**config.mk**
```make
export PLATFORM = sky130hd
export DESIGN_NAME = control_unit
export DESIGN_NICKNAME = d
export VERILOG_FILES = /design/src/rtl/ctrl_pkg.sv /design/src/rtl/ctrl_out_decode.sv /design/src/rtl/control_unit.sv
export SDC_FILE = /design/constraint.sdc
export NUM_CORES = 1
export LEC_CHECK = 0
export ABC_AREA = 1
export CORE_MARGIN = 2
export CORE_UTILIZATION = 35
export CTS_BUF_LIST = sky130_fd_sc_hd__clkbuf_16
export CTS_CLUSTER_SIZE = 25
export DETAILED_ROUTE_END_ITERATION = 12
export GPL_ROUTABILITY_DRIVEN = 1
export GPL_TIMING_DRIVEN = 0
export HOLD_SLACK_MARGIN = 0.02
export PLACE_DENSITY = 0.69
export RECOVER_POWER = 100
export SLEW_MARGIN = 25
export SYNTH_ARGS = -nofsm -noshare
export SYNTH_HDL_FRONTEND = slang
export SYNTH_SLANG_ARGS = --single-unit
```
**constraint.sdc**
```tcl
create_clock -name clk -period 2.1 [get_ports clk]
set_input_delay 0.315 -clock clk [delete_from_list [all_inputs] [get_ports clk]]
set_output_delay 0.315 -clock clk [all_outputs]
set_load 0.01 [all_outputs]
```
**src/rtl/ctrl_pkg.sv**
```systemverilog
// ctrl_pkg: shared definitions for the Mini-SRC hardwired control unit.
//   - opcode values (IR[31:27])
//   - one-hot op_sel bit positions for the ALU
//   - FSM state encoding, instruction classes, packed strobe bundle
//   - helpers: opcode -> class, class -> final step, opcode -> ALU select
package ctrl_pkg;

  localparam int OP_SEL_BITS = 13;
  localparam int CNT_W       = 6;

  localparam logic [4:0] OP_LD   = 5'b00000;
  localparam logic [4:0] OP_LDI  = 5'b00001;
  localparam logic [4:0] OP_ST   = 5'b00010;
  localparam logic [4:0] OP_ADD  = 5'b00011;
  localparam logic [4:0] OP_SUB  = 5'b00100;
  localparam logic [4:0] OP_AND  = 5'b00101;
  localparam logic [4:0] OP_OR   = 5'b00110;
  localparam logic [4:0] OP_SHR  = 5'b00111;
  localparam logic [4:0] OP_SHRA = 5'b01000;
  localparam logic [4:0] OP_SHL  = 5'b01001;
  localparam logic [4:0] OP_ROR  = 5'b01010;
  localparam logic [4:0] OP_ROL  = 5'b01011;
  localparam logic [4:0] OP_ADDI = 5'b01100;
  localparam logic [4:0] OP_ANDI = 5'b01101;
  localparam logic [4:0] OP_ORI  = 5'b01110;
  localparam logic [4:0] OP_MUL  = 5'b01111;
  localparam logic [4:0] OP_DIV  = 5'b10000;
  localparam logic [4:0] OP_NEG  = 5'b10001;
  localparam logic [4:0] OP_NOT  = 5'b10010;
  localparam logic [4:0] OP_BR   = 5'b10011;
  localparam logic [4:0] OP_JR   = 5'b10100;
  localparam logic [4:0] OP_JAL  = 5'b10101;
  localparam logic [4:0] OP_IN   = 5'b10110;
  localparam logic [4:0] OP_OUT  = 5'b10111;
  localparam logic [4:0] OP_MFHI = 5'b11000;
  localparam logic [4:0] OP_MFLO = 5'b11001;
  localparam logic [4:0] OP_NOP  = 5'b11010;
  localparam logic [4:0] OP_HALT = 5'b11011;

  localparam int SEL_ADD  = 0;
  localparam int SEL_SUB  = 1;
  localparam int SEL_AND  = 2;
  localparam int SEL_OR   = 3;
  localparam int SEL_SHR  = 4;
  localparam int SEL_SHRA = 5;
  localparam int SEL_SHL  = 6;
  localparam int SEL_ROR  = 7;
  localparam int SEL_ROL  = 8;
  localparam int SEL_MUL  = 9;
  localparam int SEL_DIV  = 10;
  localparam int SEL_NEG  = 11;
  localparam int SEL_NOT  = 12;

  typedef enum logic [3:0] {
    ST_RESET, ST_T0, ST_T1, ST_T2, ST_T3, ST_T4, ST_T5, ST_T6, ST_T7,
    ST_DWAIT, ST_HALT
  } ctrl_state_e;

  typedef enum logic [4:0] {
    CL_ALU, CL_IMM, CL_LD, CL_LDI, CL_ST, CL_MUL, CL_DIV, CL_UNARY, CL_BR,
    CL_JR, CL_JAL, CL_IN, CL_OUT, CL_MFHI, CL_MFLO, CL_NOP, CL_HALT
  } op_class_e;

  typedef struct packed {
    logic inc_pc, read, write, gra, grb, grc, ba_out, rin, r_out, con_in, reset_div;
    logic mdr_rd, mar_rd, hi_rd, lo_rd, z_rd, pc_rd, out_rd, y_rd, ir_rd;
    logic mdr_out, hi_out, lo_out, zhi_out, zlo_out, pc_out, inport_out, c_out;
    logic [OP_SEL_BITS-1:0] op_sel;
  } ctrl_strb_t;

  function automatic op_class_e op_class(input logic [4:0] op);
    op_class_e c;
    case (op)
      OP_ADD, OP_SUB, OP_AND, OP_OR, OP_SHR, OP_SHRA, OP_SHL, OP_ROR, OP_ROL: c = CL_ALU;
      OP_ADDI, OP_ANDI, OP_ORI: c = CL_IMM;
      OP_LD:   c = CL_LD;
      OP_LDI:  c = CL_LDI;
      OP_ST:   c = CL_ST;
      OP_MUL:  c = CL_MUL;
      OP_DIV:  c = CL_DIV;
      OP_NEG, OP_NOT: c = CL_UNARY;
      OP_BR:   c = CL_BR;
      OP_JR:   c = CL_JR;
      OP_JAL:  c = CL_JAL;
      OP_IN:   c = CL_IN;
      OP_OUT:  c = CL_OUT;
      OP_MFHI: c = CL_MFHI;
      OP_MFLO: c = CL_MFLO;
      OP_HALT: c = CL_HALT;
      default: c = CL_NOP;
    endcase
    return c;
  endfunction

  // Index of the final T-step for each class (div counts its T5/T6 after DWAIT).
  function automatic logic [2:0] last_step(input op_class_e c);
    logic [2:0] n;
    case (c)
      CL_ALU, CL_IMM, CL_LDI:    n = 3'd5;
      CL_LD, CL_ST:              n = 3'd7;
      CL_MUL, CL_DIV, CL_BR:     n = 3'd6;
      CL_UNARY, CL_JAL:          n = 3'd4;
      default:                   n = 3'd3;
    endcase
    return n;
  endfunction

  function automatic logic [OP_SEL_BITS-1:0] alu_sel(input logic [4:0] op);
    logic [OP_SEL_BITS-1:0] s;
    s = '0;
    case (op)
      OP_ADD, OP_ADDI: s[SEL_ADD]  = 1'b1;
      OP_SUB:          s[SEL_SUB]  = 1'b1;
      OP_AND, OP_ANDI: s[SEL_AND]  = 1'b1;
      OP_OR, OP_ORI:   s[SEL_OR]   = 1'b1;
      OP_SHR:          s[SEL_SHR]  = 1'b1;
      OP_SHRA:         s[SEL_SHRA] = 1'b1;
      OP_SHL:          s[SEL_SHL]  = 1'b1;
      OP_ROR:          s[SEL_ROR]  = 1'b1;
      OP_ROL:          s[SEL_ROL]  = 1'b1;
      OP_NEG:          s[SEL_NEG]  = 1'b1;
      OP_NOT:          s[SEL_NOT]  = 1'b1;
      default:         s = '0;
    endcase
    return s;
  endfunction

endpackage

```
**src/rtl/ctrl_out_decode.sv**
```systemverilog
// ctrl_out_decode: pure combinational map from FSM state + opcode to the
// datapath strobe bundle.
//   state_i     current FSM state
//   op_i        opcode IR[31:27]
//   con_i       branch condition (only consulted in br T6)
//   t0_go_i     T0 may fetch (tied high unless single-step gating is active)
//   div_last_i  final DWAIT cycle (Z captures divider result)
//   strb_o      strobe bundle, all zero in RESET/HALT
module ctrl_out_decode
  import ctrl_pkg::*;
(
  input  ctrl_state_e state_i,
  input  logic [4:0]  op_i,
  input  logic        con_i,
  input  logic        t0_go_i,
  input  logic        div_last_i,
  output ctrl_strb_t  strb_o
);

  op_class_e cls;

  always_comb begin
    strb_o = '0;
    cls    = op_class(op_i);
    case (state_i)
      ST_T0: if (t0_go_i) begin
        strb_o.pc_out = 1'b1; strb_o.mar_rd = 1'b1; strb_o.inc_pc = 1'b1;
      end
      ST_T1: begin strb_o.read = 1'b1; strb_o.mdr_rd = 1'b1; end
      ST_T2: begin strb_o.mdr_out = 1'b1; strb_o.ir_rd = 1'b1; end
      ST_T3: case (cls)
        CL_ALU, CL_IMM: begin strb_o.grb = 1'b1; strb_o.r_out = 1'b1; strb_o.y_rd = 1'b1; end
        CL_LD, CL_LDI, CL_ST: begin strb_o.grb = 1'b1; strb_o.ba_out = 1'b1; strb_o.y_rd = 1'b1; end
        CL_MUL, CL_DIV: begin strb_o.gra = 1'b1; strb_o.r_out = 1'b1; strb_o.y_rd = 1'b1; end
        CL_UNARY: begin
          strb_o.grb = 1'b1; strb_o.r_out = 1'b1; strb_o.z_rd = 1'b1;
          strb_o.op_sel = alu_sel(op_i);
        end
        CL_BR:   begin strb_o.gra = 1'b1; strb_o.r_out = 1'b1; strb_o.con_in = 1'b1; end
        CL_JR:   begin strb_o.gra = 1'b1; strb_o.r_out = 1'b1; strb_o.pc_rd = 1'b1; end
        CL_JAL:  begin strb_o.pc_out = 1'b1; strb_o.grb = 1'b1; strb_o.rin = 1'b1; end
        CL_IN:   begin strb_o.inport_out = 1'b1; strb_o.gra = 1'b1; strb_o.rin = 1'b1; end
        CL_OUT:  begin strb_o.gra = 1'b1; strb_o.r_out = 1'b1; strb_o.out_rd = 1'b1; end
        CL_MFHI: begin strb_o.hi_out = 1'b1; strb_o.gra = 1'b1; strb_o.rin = 1'b1; end
        CL_MFLO: begin strb_o.lo_out = 1'b1; strb_o.gra = 1'b1; strb_o.rin = 1'b1; end
        default: strb_o = '0;
      endcase
      ST_T4: case (cls)
        CL_ALU: begin
          strb_o.grc = 1'b1; strb_o.r_out = 1'b1; strb_o.z_rd = 1'b1;
          strb_o.op_sel = alu_sel(op_i);
        end
        CL_IMM: begin strb_o.c_out = 1'b1; strb_o.z_rd = 1'b1; strb_o.op_sel = alu_sel(op_i); end
        CL_LD, CL_LDI, CL_ST: begin
          strb_o.c_out = 1'b1; strb_o.z_rd = 1'b1; strb_o.op_sel[SEL_ADD] = 1'b1;
        end
        CL_MUL: begin
          strb_o.grb = 1'b1; strb_o.r_out = 1'b1; strb_o.z_rd = 1'b1;
          strb_o.op_sel[SEL_MUL] = 1'b1;
        end
        CL_DIV: begin
          strb_o.grb = 1'b1; strb_o.r_out = 1'b1; strb_o.reset_div = 1'b1;
          strb_o.op_sel[SEL_DIV] = 1'b1;
        end
        CL_UNARY: begin strb_o.zlo_out = 1'b1; strb_o.gra = 1'b1; strb_o.rin = 1'b1; end
        CL_BR:    begin strb_o.pc_out = 1'b1; strb_o.y_rd = 1'b1; end
        CL_JAL:   begin strb_o.gra = 1'b1; strb_o.r_out = 1'b1; strb_o.pc_rd = 1'b1; end
        default:  strb_o = '0;
      endcase
      // Divider operands stay on the bus for the whole wait; Z latches only at the end.
      ST_DWAIT: begin
        strb_o.grb = 1'b1; strb_o.r_out = 1'b1; strb_o.op_sel[SEL_DIV] = 1'b1;
        strb_o.z_rd = div_last_i;
      end
      ST_T5: case (cls)
        CL_ALU, CL_IMM, CL_LDI: begin strb_o.zlo_out = 1'b1; strb_o.gra = 1'b1; strb_o.rin = 1'b1; end
        CL_LD, CL_ST:   begin strb_o.zlo_out = 1'b1; strb_o.mar_rd = 1'b1; end
        CL_MUL, CL_DIV: begin strb_o.zlo_out = 1'b1; strb_o.lo_rd = 1'b1; end
        CL_BR: begin strb_o.c_out = 1'b1; strb_o.z_rd = 1'b1; strb_o.op_sel[SEL_ADD] = 1'b1; end
        default: strb_o = '0;
      endcase
      ST_T6: case (cls)
        CL_LD:          begin strb_o.read = 1'b1; strb_o.mdr_rd = 1'b1; end
        CL_ST:          begin strb_o.gra = 1'b1; strb_o.r_out = 1'b1; strb_o.mdr_rd = 1'b1; end
        CL_MUL, CL_DIV: begin strb_o.zhi_out = 1'b1; strb_o.hi_rd = 1'b1; end
        CL_BR:          begin strb_o.zlo_out = con_i; strb_o.pc_rd = con_i; end
        default: strb_o = '0;
      endcase
      ST_T7: case (cls)
        CL_LD:   begin strb_o.mdr_out = 1'b1; strb_o.gra = 1'b1; strb_o.rin = 1'b1; end
        CL_ST:   strb_o.write = 1'b1;
        default: strb_o = '0;
      endcase
      default: strb_o = '0;
    endcase
  end

endmodule

```
**src/rtl/control_unit.sv**
```systemverilog
// control_unit: hardwired Moore sequencer for the Mini-SRC datapath.
// Fetches, decodes IR_contents[31:27] and drives every datapath strobe.
//   clk, clr (async active-low), stop (halt at next instruction boundary)
//   IR_contents, CON_output       latched IR / branch condition from datapath
//   dp_clr, run                   datapath clear, executing flag
//   op_sel                        one-hot ALU op
//   remaining outputs             register/bus/memory strobes
// Build option: define CTRL_SINGLE_STEP_EN to add input 'step'; the FSM then
// idles in T0 (outputs 0) until a step rising edge and runs one instruction.
//
// state    | meaning
// RESET    | clr asserted or first clock after release, dp_clr high
// T0..T2   | fetch: PC->MAR, memory read, MDR->IR
// T3..T7   | execute steps, count depends on instruction class
// DWAIT    | div only: hold operands DIV_CYCLES clocks, Z_rd on last
// HALT     | halted, all outputs 0, left only through clr
module control_unit
  import ctrl_pkg::*;
#(
  parameter int OPSEL_W    = 13,
  parameter int DIV_CYCLES = 32
) (
  input  logic               clk,
  input  logic               clr,
  input  logic               stop,
`ifdef CTRL_SINGLE_STEP_EN
  input  logic               step,
`endif
  input  logic [31:0]        IR_contents,
  input  logic               CON_output,
  output logic               dp_clr,
  output logic               run,
  output logic [OPSEL_W-1:0] op_sel,
  output logic IncPC, Read, Write, Gra, Grb, Grc, BAout, Rin, R_out, CONin, reset_div,
  output logic MDR_rd, MAR_rd, HI_rd, LO_rd, Z_rd, PC_rd, Out_rd, Y_rd, IR_rd,
  output logic MDR_out, HI_out, LO_out, Zhi_out, Zlo_out, PC_out, Inport_out, C_out
);

  localparam logic [CNT_W-1:0] DIV_LOAD = CNT_W'(DIV_CYCLES);

  ctrl_state_e      state_q, state_d;
  logic [CNT_W-1:0] cnt_q, cnt_d;
  logic [4:0]       op;
  op_class_e        cls;
  logic [2:0]       last;
  logic             t0_go, div_last;
  ctrl_state_e      boundary;
  ctrl_strb_t       strb;
  logic             ir_unused;

  assign op        = IR_contents[31:27];
  assign ir_unused = ^IR_contents[26:0];
  assign cls       = op_class(op);
  assign last      = last_step(cls);
  // Terminal count at 1 so Z_rd lands on the DIV_CYCLES-th wait cycle; 0 is a safety exit.
  assign div_last  = (state_q == ST_DWAIT) && (cnt_q <= CNT_W'(1));
  // stop is only looked at when an instruction boundary is reached.
  assign boundary  = stop ? ST_HALT : ST_T0;

`ifdef CTRL_SINGLE_STEP_EN
  logic step_q1, step_q2;
  always_ff @(posedge clk or negedge clr) begin
    if (!clr) begin
      step_q1 <= 1'b0;
      step_q2 <= 1'b0;
    end else begin
      step_q1 <= step;
      step_q2 <= step_q1;
    end
  end
  assign t0_go = step_q1 & ~step_q2;
`else
  assign t0_go = 1'b1;
`endif

  always_comb begin
    state_d = state_q;
    cnt_d   = cnt_q;
    case (state_q)
      ST_RESET: state_d = boundary;
      ST_T0:    if (t0_go) state_d = ST_T1;
      ST_T1:    state_d = ST_T2;
      ST_T2:    state_d = ST_T3;
      ST_T3: begin
        if (cls == CL_HALT)     state_d = ST_HALT;
        else if (last == 3'd3)  state_d = boundary;
        else                    state_d = ST_T4;
      end
      ST_T4: begin
        if (cls == CL_DIV) begin
          state_d = ST_DWAIT;
          cnt_d   = DIV_LOAD;
        end else if (last == 3'd4) begin
          state_d = boundary;
        end else begin
          state_d = ST_T5;
        end
      end
      ST_DWAIT: begin
        if (cnt_q != '0) cnt_d = cnt_q - CNT_W'(1);
        if (div_last)    state_d = ST_T5;
      end
      ST_T5:   state_d = (last == 3'd5) ? boundary : ST_T6;
      ST_T6:   state_d = (last == 3'd6) ? boundary : ST_T7;
      ST_T7:   state_d = boundary;
      ST_HALT: state_d = ST_HALT;
      default: state_d = ST_RESET;
    endcase
  end

  always_ff @(posedge clk or negedge clr) begin
    if (!clr) begin
      state_q <= ST_RESET;
      cnt_q   <= '0;
    end else begin
      state_q <= state_d;
      cnt_q   <= cnt_d;
    end
  end

  ctrl_out_decode u_decode (
    .state_i    (state_q),
    .op_i       (op),
    .con_i      (CON_output),
    .t0_go_i    (t0_go),
    .div_last_i (div_last),
    .strb_o     (strb)
  );

  assign dp_clr     = (state_q == ST_RESET);
  assign run        = (state_q != ST_RESET) && (state_q != ST_HALT);
  assign op_sel     = OPSEL_W'(strb.op_sel);
  assign IncPC      = strb.inc_pc;
  assign Read       = strb.read;
  assign Write      = strb.write;
  assign Gra        = strb.gra;
  assign Grb        = strb.grb;
  assign Grc        = strb.grc;
  assign BAout      = strb.ba_out;
  assign Rin        = strb.rin;
  assign R_out      = strb.r_out;
  assign CONin      = strb.con_in;
  assign reset_div  = strb.reset_div;
  assign MDR_rd     = strb.mdr_rd;
  assign MAR_rd     = strb.mar_rd;
  assign HI_rd      = strb.hi_rd;
  assign LO_rd      = strb.lo_rd;
  assign Z_rd       = strb.z_rd;
  assign PC_rd      = strb.pc_rd;
  assign Out_rd     = strb.out_rd;
  assign Y_rd       = strb.y_rd;
  assign IR_rd      = strb.ir_rd;
  assign MDR_out    = strb.mdr_out;
  assign HI_out     = strb.hi_out;
  assign LO_out     = strb.lo_out;
  assign Zhi_out    = strb.zhi_out;
  assign Zlo_out    = strb.zlo_out;
  assign PC_out     = strb.pc_out;
  assign Inport_out = strb.inport_out;
  assign C_out      = strb.c_out;

endmodule

```
# After elaboration in Yosys (flattened, before gate mapping)
# Memory sizes are Yosys's and may differ from the RTL's.
# Index checks and enable logic that the tools add are counted.
classes:
  addsub: 1
  magnitude_cmp: 1
  eq_ne: 48
  n_mux: 73
  n_reduce_logical: 26
op_table:
  columns: ["op", "count"]
  rows:
  - ["$eq 5x4->1 const B", 14]
  - ["$eq 5x3->1 const B", 9]
  - ["$pmux 4 s10", 1]
  - ["$mux 1", 39]
  - ["$mux 4", 8]
  - ["$pmux 10 s3", 1]
  - ["$eq 4x3->1 const B", 4]
  - ["$pmux 4 s4", 1]
  - ["$reduce_or 2->1", 8]
  - ["$reduce_or 8->1", 2]
  - ["$eq 5x2->1 const B", 3]
  - ["$eq 5x5->1 const B", 3]
  - ["$reduce_or 7->1", 2]
  - ["$mux 13", 1]
  - ["$eq 4x4->1 const B", 3]
  - ["$mux 6", 2]
  - ["$pmux 2 s2", 3]
  - ["$pmux 3 s4", 1]
  - ["$pmux 4 s3", 1]
  - ["$pmux 6 s2", 1]
  - ["$reduce_or 4->1", 3]
  - ["$pmux 2 s5", 1]
  - ["$eq 3x3->1 const B", 3]
  - ["$pmux 1 s3", 3]
  - ["other kinds (24)", 32]
word_totals:
  reg_bits: 10
  rom_bits: 368
  inputBits: 36
  output_inout_bits: 43
  mem_count: 3
mem_list:
  columns: ["name", "depth", "word_bits", "rd", "rd_clocked_by_memory_dff", "wr", "line", "source"]
  rows:
  - ["(name not given)", 32, 5, 1, 0, 0, "ctrl_pkg.sv:73", "case (op)"]
  - ["(name not given)", 32, 5, 1, 0, 0, "ctrl_pkg.sv:73", null]
  - ["(name not given)", 16, 3, 1, 0, 0, "ctrl_pkg.sv:98", "case (c)"]

# Logic depth before layout (Yosys ltp)
# An unclocked memory read counts as a cell.
logic_depth:
  depth_word: 7
  ltp_mapped: 18

# Modules after synthesis
# A second synthesis with hierarchy kept.
hier_totals:
  cells_unflattened: 432
  hier_area_um2: 2413.6
modules_own_cells:
  columns: ["module", "instances", "cells_each", "area_per_inst_um2"]
  rows:
  - ["ctrl_out_decode", 1, 244, 1234.9]
  - ["control_unit", 1, 188, 1178.6]

# Worst setup path before layout
# OpenSTA, ideal clock, no wires.
synth_timing:
  path_kind: "in2out"
  startpoint: "input port IR_contents[27]"
  endpoint: "output port op_sel[11]"
  arrival_ns: 1.762
  required_time_ns: 1.785
  path_slack_ns: 0.023
  stages: 14
  path_buffers: 0
  path_cell_list: "ha_1 > inv_1 > nand2_1 > nand2_1 > nand2_1 > nand2_2 > nand2_4 > nor2_4 > inv_2 > nor2_1 > inv_1 > o21ai_2 > inv_2 > nor3_1"
synth_via:
  elab_chain_len: 5
  elab_cells_between_ends: 10
synth_lines:
  columns: ["item", "line", "source"]
  rows:
  - ["from (decl)", "control_unit.sv:29", "input logic [31:0] IR_contents,"]
  - ["$mem_v2 32x5", null, null]
  - ["$eq 5x1->1 / $logic_not 5->1 (equally long branches)", "ctrl_out_decode.sv:48", "ST_T4: case (cls)"]
  - ["$reduce_or 2->1 (no line)", null, null]
  - ["$mux 2", null, null]
  - ["$pmux 4 s3 (*)", "ctrl_out_decode.sv:25", "case (state_i)"]
  - ["to (decl)", "control_unit.sv:33", "output logic [OPSEL_W-1:0] op_sel,"]
# Every way passes the cells marked *; elsewhere a longest branch is shown, timed or not.

# Worst setup path in the final report
layout_timing:
  startpoint: "input port IR_contents[28]"
  endpoint: "output port R_out"
layout_via:
  elab_chain_len: 5
  elab_cells_between_ends: 17
layout_lines:
  columns: ["item", "line", "source"]
  rows:
  - ["$mem_v2 32x5 (*)", null, null]
  - ["$eq 5x4->1, or another cell as far along", "ctrl_out_decode.sv:31", "ST_T3: case (cls)"]
  - ["$reduce_or 8->1 (no line) / $reduce_or 4->1 (equally long branches)", null, null]
  - ["$mux 1, on equally long branches", "ctrl_out_decode.sv:31, ctrl_out_decode.sv:48", null]
  - ["$pmux 1 s4 (*)", "ctrl_out_decode.sv:25", null]
  - ["to (decl)", "control_unit.sv:34", "output logic IncPC, Read, Write, Gra, Grb, Grc, BAout, Rin, R_out, CONin, reset_div,"]
# Marked as above.

==> impl_summary.txt <==
----------------------------------------------------
[Place]
  Detailed placer's ending HPWL ... 4300 µm
  Final RePlAce weighted congestion ... 0.945
  Port buffer count ... 49
  Worst Setup Slack post-DPL ... -1.35 ns

[Critical path]
  Kind of critical path ... input port to output port
  R2R Setup Slk ... 0.24 ns
  Endpoint arrival time on the critical path ... 2.00 ns
  Worst Setup Start Kind ... input port
  CP Capture Type ... output port
  Endpoint of the lowest-slack register-to-register path ... cnt_q[5]
  Worst Setup SP ... IR_contents[28]
  Worst reg2reg startpoint ... state_q[3]
  FF-to-FF path depth ... 10
  Highest net fanout along the worst path ... 5
  Required time at the endpoint of the critical path ... 1.78 ns

[Timing]
  Count of final setup violators ... 24
  Setup repair after global routing missed its margin ... yes
  Rel. slew slack ... 0.701
  Final sum of negative setup slack ... -2.12 ns
  Period Utilization, post-route ... 1.10
  Worst setup skew after layout ... 0.00176 ns
  Setup slack after layout ... -0.219 ns
  Worst Max-Slew Pin Slew ... 0.447 ns
  Hold_ws ... 0.465 ns
  Final critical path time including I/O delays and setup ... 2.32 ns
  Number of slew-limit violations in the final report ... 0
  Number of hold-slack violations in the final timing report ... 0
  Maximum clock frequency ... 0.431 GHz

[Drt]
  Drt drc ... 0
  First DRT Iteration DRCs ... 180
  Drt total wl ... 6320 µm
  First-pass DRT Iterations ... 4
  Final antenna-violating net count ... 0
  Via count of the routed design ... 2369
  DR vias/cell ... 5.13
  Per-cell routed wire length ... 13.7 µm

[Global routing]
  Total global routing overflow ... 0
  Routing usage on met2 ... 0.395
  Aggregate global-route resource usage ... 0.224
  Antenna violations before repair ... 0
  Via count of the first global-routing pass ... 2261
  Largest net degree at the start of global routing ... 11
  Gr busiest metal ... met2
  Global-route track usage on met3 ... 0.0375
  First-pass GRT wire length ... 9950 µm
  Met1 usage in global routing ... 0.275

[Synth]
  Mean area per synthesized cell ... 5.92 µm²
  Fraction of post-synthesis cell area in the top cell type by area ... 0.143
  Number of synthesized register bits ... 10
  Unique cell type count in the Yosys netlist ... 38
  Most numerous cell types in the synthesized netlist ... nand2_1 (65), inv_1 (42), nor2_1 (36)
  Summed instance area of the synthesized netlist ... 1750 µm²
  Cell with the most instances after synthesis ... nand2_1
  Sequential area share after synthesis ... 0.143
  Post-synthesis instance total ... 296
  Prevailing post-synth register cell ... dfrtp_1
  Syn Nets ... 339
  Largest cells by area after synthesis ... dfrtp_1 (14%), nand2_1 (14%), inv_1 (9.0%), nor2_1 (7.7%), nand3_1 (6.0%)
  Count of flip-flops with a built-in enable after synthesis ... 0
  Synthesis Warnings ... 0
  Library cell with the largest summed area after synthesis ... dfrtp_1
  Async S/R FF share, synth ... 1.00

[Power]
  Max rail drop VDD ... 367 µV
  Internal Power ... 1.09 mW
  Power density cells ... 709 nW/µm²
  Switching part of the total power ... 0.481
  Seq pwr share ... 0.171
  Leakage power summed over all cells ... 1.51 nW
  Share of total power in combinational logic ... 0.671
  Relative contribution of the clock network to total power ... 0.159
  Net switching power of the design ... 1.01 mW
  Total power ... 2.10 mW

[Clock network]
  Insertion delay of the later-clocked pin in the worst-skew pair ... 0.23 ns
  Clock buffer count from CTS ... 3
  Maximum buffer depth of the clock tree ... 2
  Maximum level of the CTS H-tree ... 1
  CTS tree ... built
  Clock input transition at the sequential cells of the worst setup and hold paths ... 0.04 ns
  Clock Sinks ... 10
  Cell chosen for the clock root ... clkbuf_16
  CTS Hold Buffers Added ... 0

[Run]
  Max-cap violations ... 0

[Floorplan]
  Core Box Area ... 4790 µm²
  Number of top-level design ports ... 79
  Effective utilization at floorplan ... 0.366
  Die Ht ... 74.8 µm
  Core Rows ... 25
  Horizontal extent of the die ... 74.8 µm
  Die outline area ... 5590 µm²

[Finish]
  Number of nets in the finished design ... 439
  Number of inserted diodes ... 0
  Final Util ... 0.619
  Fraction of layout cells with a size suffix above 1 ... 0.476
  Post-synthesis to final-layout area growth ... 69.1%

[Status]
  Violations in the final reports ... setup timing
  Outcome ... finished with violations

[Min path]
  Worst min path class ... input port to async pin

----------------------------------------------------
## registers in the layout (all words and copies together), names as in the netlist
register,flops
state_q,4
cnt_q,6
## power groups by stage
stage | logic [mW] | clock network [mW] | registers, mW
6_report | 1.41 | 0.333 | 0.359
5_1_grt | 1.57 | 0.350 | 0.368
4_1_cts | 1.31 | 0.339 | 0.364
3_5_place_dp | 1.20 | 0 | 0.364
3_3_place_gp | 1.19 | 0 | 0.362
2_1_floorplan | 0.782 | 0 | 0.347
## metal layers
| layer | wire [µm] | up-vias |
|---|---|---|
| li1 | - | 1165 |
| met1 | 2590 | 1090 |
| met2 | 3150 | 97 |
| met3 | 412 | 17 |
| met4 | 166 | 0 |
| met5 | 0 | - |
## through the flow
stage | cells | cell area, µm²
after global routing | 462 | 2960
final | 462 | 2960
after global placement | 412 | 2330
after detailed placement | 412 | 2330
after CTS | 449 | 2800
after floorplan | 296 | 1750
## worst max path at each step
stage,cells past startpoint,end
global route,18,Grb
finish,18,R_out
floorplan,14,op_sel[11]
global placement,15,op_sel[0]
detailed placement,15,op_sel[0]
CTS,16,op_sel[12]
## cell type report
| type | count | area, µm² |
|---|---|---|
| clock buffer | 3 | 75.1 |
| clock inverter | 1 | 3.75 |
| sequential | 10 | 250 |
| tap | 67 | 83.8 |
| inverter | 58 | 272 |
| fill | 456 | 1820 |
| multi-input combinational | 226 | 1520 |
| buffer | 2 | 22.5 |
| timing repair buffer | 95 | 736 |
## cell usage in the layout (no fill, tap or decap), types with 4 or more instances in the layout
cell type,n
o21ai_1,8
nor3_2,6
nor4_2,5
dfrtp_1,10
nand4_1,7
nand2_1,51
clkdlybuf4s50_1,6
inv_4,7
buf_6,11
nor2_1,29
nor2_4,10
o22ai_1,4
inv_2,13
nand3_2,8
a21oi_1,11
o21ai_0,7
nor2_2,7
nor3_1,6
nand3_1,15
buf_2,26
inv_1,32
buf_4,39
ha_1,4
dlygate4sd2_1,6
nand2_2,14
nand2_4,11
## worst max-delay path, stage by stage
cell and delay [ns]:
buf_12 0.12, ha_4 0.18, inv_4 0.07, nand2_2 0.04, nand2_1 0.05, nand2_1 0.06, nand2_2 0.08, nand2_4 0.08
buf_6 0.13, nor2_4 0.10, inv_2 0.07, buf_6 0.12, nor2_4 0.10, nand3_2 0.07, o211ai_1 0.11, a21oi_1 0.07
nand3_1 0.10, buf_2 0.13
## what timing repair did
item,CTS,global route
setup endpoints to repair,49,36
setup buffers,33,15
pin swaps,36,15
resized for setup,231,29
## cells by family after synthesis
logic type               synth area share
AO/OA/AOI/OAI                       0.142
XOR/XNOR                          0.00500
adder cells (fa/ha/maj)            0.0500
buffers and inverters               0.141
flip-flops                          0.143
AND/OR/NAND/NOR                     0.520
Note: power is estimated with default switching activity, not from simulation.
